`src/rtl/mux_arb_pkg.sv`:
```
// mux_arb_pkg: shared FSM state encoding and select constants for the 2:1 round-robin arbiter
package mux_arb_pkg;
    typedef enum logic [1:0] {IDLE, GRANT_A, GRANT_B} state_t;
    localparam logic SEL_A = 1'b0;
    localparam logic SEL_B = 1'b1;
endpackage

```
`src/rtl/mux2_sel.sv`:
```
// mux2_sel: combinational 2:1 payload select, sel=0 picks A
module mux2_sel #(
    parameter int WIDTH = 8
) (
    input  logic [WIDTH-1:0] a_data,
    input  logic [WIDTH-1:0] b_data,
    input  logic             sel,
    output logic [WIDTH-1:0] mux_out
);
    assign mux_out = sel ? b_data : a_data;
endmodule

```
`src/rtl/mux2_rr_arbiter.sv`:
```
// mux2_rr_arbiter: round-robin, burst-bounded arbiter of two valid/ready sources into one registered output
module mux2_rr_arbiter
    import mux_arb_pkg::*;
#(
    parameter int WIDTH = 8,
    parameter int BURST = 4
) (
    input  logic             clk,
    input  logic             rst_n,
    input  logic             a_valid,
    input  logic [WIDTH-1:0] a_data,
    output logic             a_ready,
    input  logic             b_valid,
    input  logic [WIDTH-1:0] b_data,
    output logic             b_ready,
    output logic             out_valid,
    output logic [WIDTH-1:0] out_data,
    input  logic             out_ready,
    output logic             sel,
    output logic             busy
);
    localparam int CW = (BURST > 1) ? $clog2(BURST) : 1;

    state_t           state;
    logic [CW-1:0]    cnt;
    logic [WIDTH-1:0] mux_out;
    logic             can_accept, a_xfer, b_xfer, burst_end;

    mux2_sel #(.WIDTH(WIDTH)) u_sel (
        .a_data (a_data),
        .b_data (b_data),
        .sel    (sel),
        .mux_out(mux_out)
    );

    assign can_accept = !out_valid || out_ready;
    assign a_ready    = (state == GRANT_A) && can_accept;
    assign b_ready    = (state == GRANT_B) && can_accept;
    assign a_xfer     = a_valid && a_ready;
    assign b_xfer     = b_valid && b_ready;
    assign burst_end  = cnt == CW'(BURST - 1);
    assign busy       = state != IDLE;

    always_ff @(posedge clk or negedge rst_n) begin
        if (!rst_n) begin
            state     <= IDLE;
            cnt       <= '0;
            sel       <= SEL_B;
            out_valid <= 1'b0;
            out_data  <= '0;
        end else begin
            if (a_xfer || b_xfer) begin
                out_data  <= mux_out;
                out_valid <= 1'b1;
            end else if (out_ready) begin
                out_valid <= 1'b0;
            end
            case (state)
                IDLE: begin
                    cnt <= '0;
                    // on a tie the side that was not selected last wins
                    if (a_valid && (!b_valid || sel == SEL_B)) begin
                        state <= GRANT_A;
                        sel   <= SEL_A;
                    end else if (b_valid) begin
                        state <= GRANT_B;
                        sel   <= SEL_B;
                    end
                end
                GRANT_A: begin
                    if (a_xfer && burst_end) begin
                        cnt <= '0;
                        if (b_valid) begin
                            state <= GRANT_B;
                            sel   <= SEL_B;
                        end
                    end else if (!a_valid) begin
                        cnt <= '0;
                        if (b_valid) begin
                            state <= GRANT_B;
                            sel   <= SEL_B;
                        end else begin
                            state <= IDLE;
                        end
                    end else begin
                        cnt <= cnt + CW'(a_xfer);
                    end
                end
                GRANT_B: begin
                    if (b_xfer && burst_end) begin
                        cnt <= '0;
                        if (a_valid) begin
                            state <= GRANT_A;
                            sel   <= SEL_A;
                        end
                    end else if (!b_valid) begin
                        cnt <= '0;
                        if (a_valid) begin
                            state <= GRANT_A;
                            sel   <= SEL_A;
                        end else begin
                            state <= IDLE;
                        end
                    end else begin
                        cnt <= cnt + CW'(b_xfer);
                    end
                end
                default: state <= IDLE;
            endcase
        end
    end
endmodule
```
`config.mk`:
```
export PLATFORM = sky130hd
export DESIGN_NAME = mux2_rr_arbiter
export DESIGN_NICKNAME = d
export VERILOG_FILES = /design/src/rtl/mux_arb_pkg.sv /design/src/rtl/mux2_sel.sv /design/src/rtl/mux2_rr_arbiter.sv
export SDC_FILE = /design/constraint.sdc
export NUM_CORES = 1
export LEC_CHECK = 0
export ABC_AREA = 1
export BUFFER_PORTS_ARGS = -buffer_cell sky130_fd_sc_hd__buf_2
export CORE_ASPECT_RATIO = 0.8
export CORE_MARGIN = 3
export CORE_UTILIZATION = 46
export CTS_BUF_LIST = sky130_fd_sc_hd__clkbuf_8
export DETAILED_ROUTE_END_ITERATION = 8
export GPL_TIMING_DRIVEN = 0
export PLACE_DENSITY_LB_ADDON = 0.1
export SLEW_MARGIN = 20
export SYNTH_ARGS = -nofsm -noshare
export SYNTH_HDL_FRONTEND = slang
export SYNTH_HIERARCHICAL = 1
export SYNTH_SLANG_ARGS = --single-unit
```
`constraint.sdc`:
```
create_clock -name clk -period 1.5 [get_ports clk]
set_input_delay 0.3 -clock clk [delete_from_list [all_inputs] [get_ports clk]]
set_output_delay 0.3 -clock clk [all_outputs]
set_load 0.02 [all_outputs]
```
* Yosys cells after proc, flatten, opt, wreduce, memory -nomap -nowiden
Index checks and enable logic that the tools add are counted.
** Word-level totals
- Flip-flop bits (word level) :: 14
- Word-level logic and storage cells :: 57
- Input port bits :: 21
** Operators by class
- Reductions and logical operators :: 18
- Add/subtract/negate cells :: 2
- Equality and inequality tests :: 6
- Muxes and demuxes :: 26
** Operator list (number)
- 2-bit 2-to-1 mux :: 12
- 2-bit case mux with 3 select lines :: 2
- 1-bit 2-to-1 mux :: 10
- 8-bit 2-to-1 mux :: 1
- 1-bit logical AND :: 7
- 3-bit by 2-bit inequality test with 1-bit output, second input constant :: 2
- 3-bit AND reduction :: 2
- 2-bit by 1-bit adder with 2-bit output :: 2
- 2-bit equality test, second input constant :: 2
- 2-bit nonzero test :: 2
- 1-bit logical OR :: 3
- 3-bit inequality test, second input constant :: 1
- 1-bit case mux with 3 select lines :: 1
- 3-bit nonzero test :: 1
- 2-bit by 1-bit equality test with 1-bit output, second input constant :: 1
- 1-bit logical NOT :: 2
- 2-bit logical NOT :: 1

* Longest topological paths before layout
- Depth after elaboration :: 8
- Gate-level depth with buffers :: 10
- Gate-level depth less buffers :: 10

* Hierarchy
The synthesis kept the hierarchy.
** By module, submodules not included
- mux2_rr_arbiter :: sequential area each 351.6 um2, times used 1, cells an instance 119, area an instance 903.4 um2
- mux2_sel :: sequential area each 0.0 um2, times used 1, cells an instance 26, area an instance 105.1 um2

* Least setup slack after synthesis
Ideal clock, no wire load.
- Kind :: register to register
- Start point :: register state[1]
- End point :: register cnt[1]
- Clock period less this slack :: 1.534 ns
- Library setup time :: 0.065 ns
- Arrival :: 1.469 ns
- Stages on the path, launching flop included :: 11
- Slack :: -0.034 ns
- Buffers on the path :: 0
- Cell sequence :: dfrtp_1 -> inv_1 -> ha_1 -> nand2_2 -> nor2_4 -> ha_1 -> xor2_1 -> nand3_1 -> o21ai_0 -> nand2_1 -> nand2_1
** Between the ends
- Cells in the longest elaborated chain, start to end :: 7
- Elaborated cells on any way between the ends :: 17
- Those cells by class :: 2 x add/sub; 2 x eq/ne; 5 x mux; 8 x reduce/logical
** RTL lines
- start, declared :: RTL line mux2_rr_arbiter.sv:24 : state_t state;
- start signal, assigned :: RTL line mux2_rr_arbiter.sv:46 : state <= IDLE;
- start signal, assigned :: RTL line mux2_rr_arbiter.sv:63 : state <= GRANT_A;
- start signal, assigned :: RTL line mux2_rr_arbiter.sv:66 : state <= GRANT_B;
- 2-bit equality test / 2-bit by 1-bit equality test with 1-bit output (equally long branches) :: RTL line mux2_rr_arbiter.sv:38, mux2_rr_arbiter.sv:58, mux2_rr_arbiter.sv:37
- 1-bit logical AND (on tied branches) :: RTL line mux2_rr_arbiter.sv:38, mux2_rr_arbiter.sv:37
- 1-bit logical AND (on tied branches) :: RTL line mux2_rr_arbiter.sv:40, mux2_rr_arbiter.sv:39
- 2-bit by 1-bit adder with 2-bit output (on tied branches) :: RTL line mux2_rr_arbiter.sv:105, mux2_rr_arbiter.sv:86
- 2-bit 2-to-1 mux (on tied branches) :: RTL line mux2_rr_arbiter.sv:96, mux2_rr_arbiter.sv:77
- 2-bit 2-to-1 mux (on tied branches) :: RTL line mux2_rr_arbiter.sv:90, mux2_rr_arbiter.sv:71
- 2-bit case mux with 3 select lines :: RTL line mux2_rr_arbiter.sv:58 : case (state)
- end signal, assigned :: RTL line mux2_rr_arbiter.sv:86 : cnt <= cnt + CW'(a_xfer);
- end signal, assigned :: RTL line mux2_rr_arbiter.sv:105 : cnt <= cnt + CW'(b_xfer);
- end, declared :: RTL line mux2_rr_arbiter.sv:25 : logic [CW-1:0] cnt;
Several ways; a longest one is shown, not always the timed one.
A chain may end at the register's enable or synchronous reset.

* Final worst setup path
- Start point :: register state[0]
- End point :: output b_ready
** Between the ends
- Cells in the longest elaborated chain, start to end :: 2
** RTL lines
- 2-bit equality test :: RTL line mux2_rr_arbiter.sv:38 : assign b_ready = (state == GRANT_B) && can_accept;
- 1-bit logical AND :: RTL line mux2_rr_arbiter.sv:38
- end, declared :: RTL line mux2_rr_arbiter.sv:15 : output logic b_ready,
No other way between the ends.

==> flow_metrics.py <==
metrics = {
    "outcome": {
        "status": "finished, violations left",
        "violations": "setup timing",
    },
    "drt": {
        "first_iter_violations": 27,
        "first_pass_iters": 4,
        "avgRoutedWirePerCell_um": 11.3,
        "ant_nets": 0,
        "vias": 1067,
        "totalWireLength_mm": 2.42,
        "via_per_inst": 4.96,
        "drc": 0,
    },
    "final_layout": {
        "utilization_pct": 70.6,
        "nNetsFinal": 219,
        "drive_gt1_share_pct": 37.2,
        "antennaDiodeCount": 0,
        "fin_area_um2": 1400,
        "synthToLayoutAreaGrowth_pct": 38.6,
    },
    "sta": {
        "worst_slew_pin_slew_ns": 0.307,
        "rsz0062_at_grt": "yes",
        "skew_ns": 0.00292,
        "fin_ws_ns": -0.00235,
        "finalMaxSlewViolations": 0,
        "max_slew_margin_pct": 79.5,
        "fmax_mhz": 666,
        "hold_viol": 0,
        "setup_viol_count_final": 1,
        "period_needed_ns": 1.50,
        "fin_crit_sh_pct": 100,
    },
    "clocking": {
        "cts_inserted_buffers": 3,
        "htreeDepth": 1,
        "clockBufferDepth": 2,
        "clkSinkCount": 14,
        "clk_latency_ns": 0.24,
        "path_clk_slew_ns": 0.05,
        "root_buffer": "clkbuf_8",
        "tritoncts": "built",
    },
    "global_route": {
        "grt_busiest_layer": "met2",
        "grt_pass1_wl_mm": 3.66,
        "grt_util_met2_pct": 32.1,
        "use_met1_pct": 20.8,
        "antenna_found_initial": 0,
        "grt_util_met3_pct": 5.66,
        "grt_pass1_vias": 903,
        "grt.overflow.total": 0,
        "grt_max_degree": 15,
        "grt.total_usage_pct": 17.7,
    },
    "die": {
        "dieHeight_um": 47.9,
        "core-area_um2": 1980,
        "die_w_um": 58.4,
        "num_io_pins": 34,
        "initial_utilization_pct": 50.9,
        "dieArea_um2": 2790,
        "rows": 14,
    },
    "setup_path": {
        "cp.required_ns": 1.20,
        "crit_arrival_ns": 1.20,
        "crit_path_start_kind": "register",
        "endpoint_kind": "output pin",
        "crit_type": "register to output pin",
        "cp_max_fo": 4,
    },
    "placement": {
        "hpwl_mm": 1.82,
        "pre_cts_ws_ns": -0.119,
        "dpl-instance-area_um2": 1210,
        "gp_congestion": 0.836,
        "portBuffers": 33,
    },
    "pwr": {
        "p_comb_share_pct": 61.5,
        "p_total_mw": 2.51,
        "seqPwrFrac_pct": 26.4,
        "power.switching_mw": 1.17,
        "p_leak_nw": 0.815,
        "p_clk_share_pct": 12.1,
        "p_int_mw": 1.33,
        "ir_drop_uv": 1290,
        "powerDensity_nw_per_um2": 1790,
        "swShare_pct": 46.8,
    },
    "synthesis": {
        "ys_warn_count": 6,
        "synth.cell_area_um2": 1010,
        "avgSynthCellArea_um2": 6.95,
        "synth_cells": 145,
        "ys_types": 23,
        "syn_nets": 172,
        "synth_seq_cells": 14,
        "ys_seq_area_share_pct": 34.9,
    },
    "min_path": {
        "min_path_type": "primary input to register",
    },
    "job": {
        "maxCapViolations": 0,
    },
}
-- routing by layer --
metal  wire [um]  share of wire (%)
met1        1030                 42
met2        1250                 52
met3         142                5.9
met4           0                  0
met5           0                  0
-- area by class of cell --
class                           count  area [um^2]
Buffer                              1         11.3
Multi-Input combinational cell    113          636
Sequential cell                    14          354
Tap cell                           24         30.0
Clock inverter                      1         3.75
Clock buffer                        3         41.3
Inverter                           17         68.8
Timing Repair Buffer               42          253
Fill cell                         172          582
-- worst max-delay path, cell delays in order (launching register included) --
cell and delay [ns]:
dfrtp_2 0.44, inv_4 0.09, ha_4 0.15, inv_1 0.04, nor2_1 0.09, buf_4 0.14
-- power groups by stage --
stage	Clock, mW	Sequential [mW]	Combinational [mW]
after global routing	0.333	0.688	1.70
final	0.303	0.662	1.54
after CTS	0.315	0.663	1.41
after floorplan	0	0.797	0.789
after global placement	0	0.646	1.26
after detailed placement	0	0.655	1.29
-- layout by cell type (no fill, tap or decap) --
cell type      netlist  routed
nand3b_1             1       1
buf_4                0       9
a21oi_4              1       1
o2bb2ai_2            1       1
nand2_1             74      74
nor2_8               1       1
dlygate4sd3_1        0       1
nor2_1               7       5
buf_2                0      31
xor2_1               1       1
nand2_2              4       3
o21ai_1              1       2
buf_12               0       1
xnor2_1              1       1
nor2_2               0       2
a31oi_1              1       1
nor2_4               1       1
inv_1               12      10
o22ai_1              1       1
ha_4                 0       3
o21ai_0              2       1
inv_4                1       2
buf_6                1       1
nand3_2              2       2
nand3_1              8       8
dfrtp_1             13      11
ha_1                 6       3
dfstp_2              1       1
dfrtp_2              0       2
nand2_8              0       1
inv_2                4       6
clkbuf_8             0       3
-- cells in the mapped netlist, drive strengths merged --
| cell type | n | area, um^2 |
|---|---|---|
| o21ai | 3 | 15.0 |
| a31oi | 1 | 6.26 |
| o2bb2ai | 1 | 15.0 |
| xor2 | 1 | 8.76 |
| a21oi | 1 | 16.3 |
| nand3b | 1 | 7.51 |
| xnor2 | 1 | 8.76 |
| nand3 | 10 | 60.1 |
| dfrtp | 13 | 325 |
| dfstp | 1 | 26.3 |
| nor2 | 9 | 57.6 |
| buf | 1 | 11.3 |
| o22ai | 1 | 6.26 |
| ha | 6 | 75.1 |
| nand2 | 78 | 303 |
| inv | 17 | 66.3 |
-- cells by family after synthesis --
group | share of synthesized area (%)
xor gates and xnor gates | 1.74
DFF | 34.9
buffers and inverters | 7.69
adders and majority gates | 7.44
AOI/OAI and AO/OA | 5.83
and+or+nand+nor | 42.4
-- repair_timing --
action                                  in CTS  in global routing
gates resized for setup                     12                  5
pin swaps                                    3                  1
hold buffers                                 1                  0
endpoints found under the hold margin       13                  0
endpoints found under the setup margin      12                 13
setup buffers                                4                  4
-- sequential cells by signal, summed over array words and instances (netlist names) --
register,flops
cnt,2
out_valid,1
state,2
sel,1
out_data,8
-- through the flow --
step | hold slack [ns] | setup TNS, ns | instances
2_1_floorplan | 0.00441 | 0 | 145
3_3_place_gp | 0.204 | -0.323 | 202
3_5_place_dp | 0.209 | -0.555 | 202
4_1_cts | 0.346 | -0.00352 | 211
5_1_grt | 0.373 | -0.277 | 215
6_report | 0.351 | -0.00235 | 215
-- worst paths after layout --
check	startpoint	end	slack, ns	cells after the start
setup / recovery	state[0]	b_ready	-0.002	5
hold / removal	a_data[2]	out_data[2]	0.35	5
setup reg to reg	state[0]	cnt[0]	0.01	9
hold reg to reg	out_data[1]	out_data[1]	0.46	2
max in group asynchronous	rst_n	sel	0.74	2
min in group asynchronous	rst_n	out_data[1]	0.47	2
(Power assumes the default switching activity.)
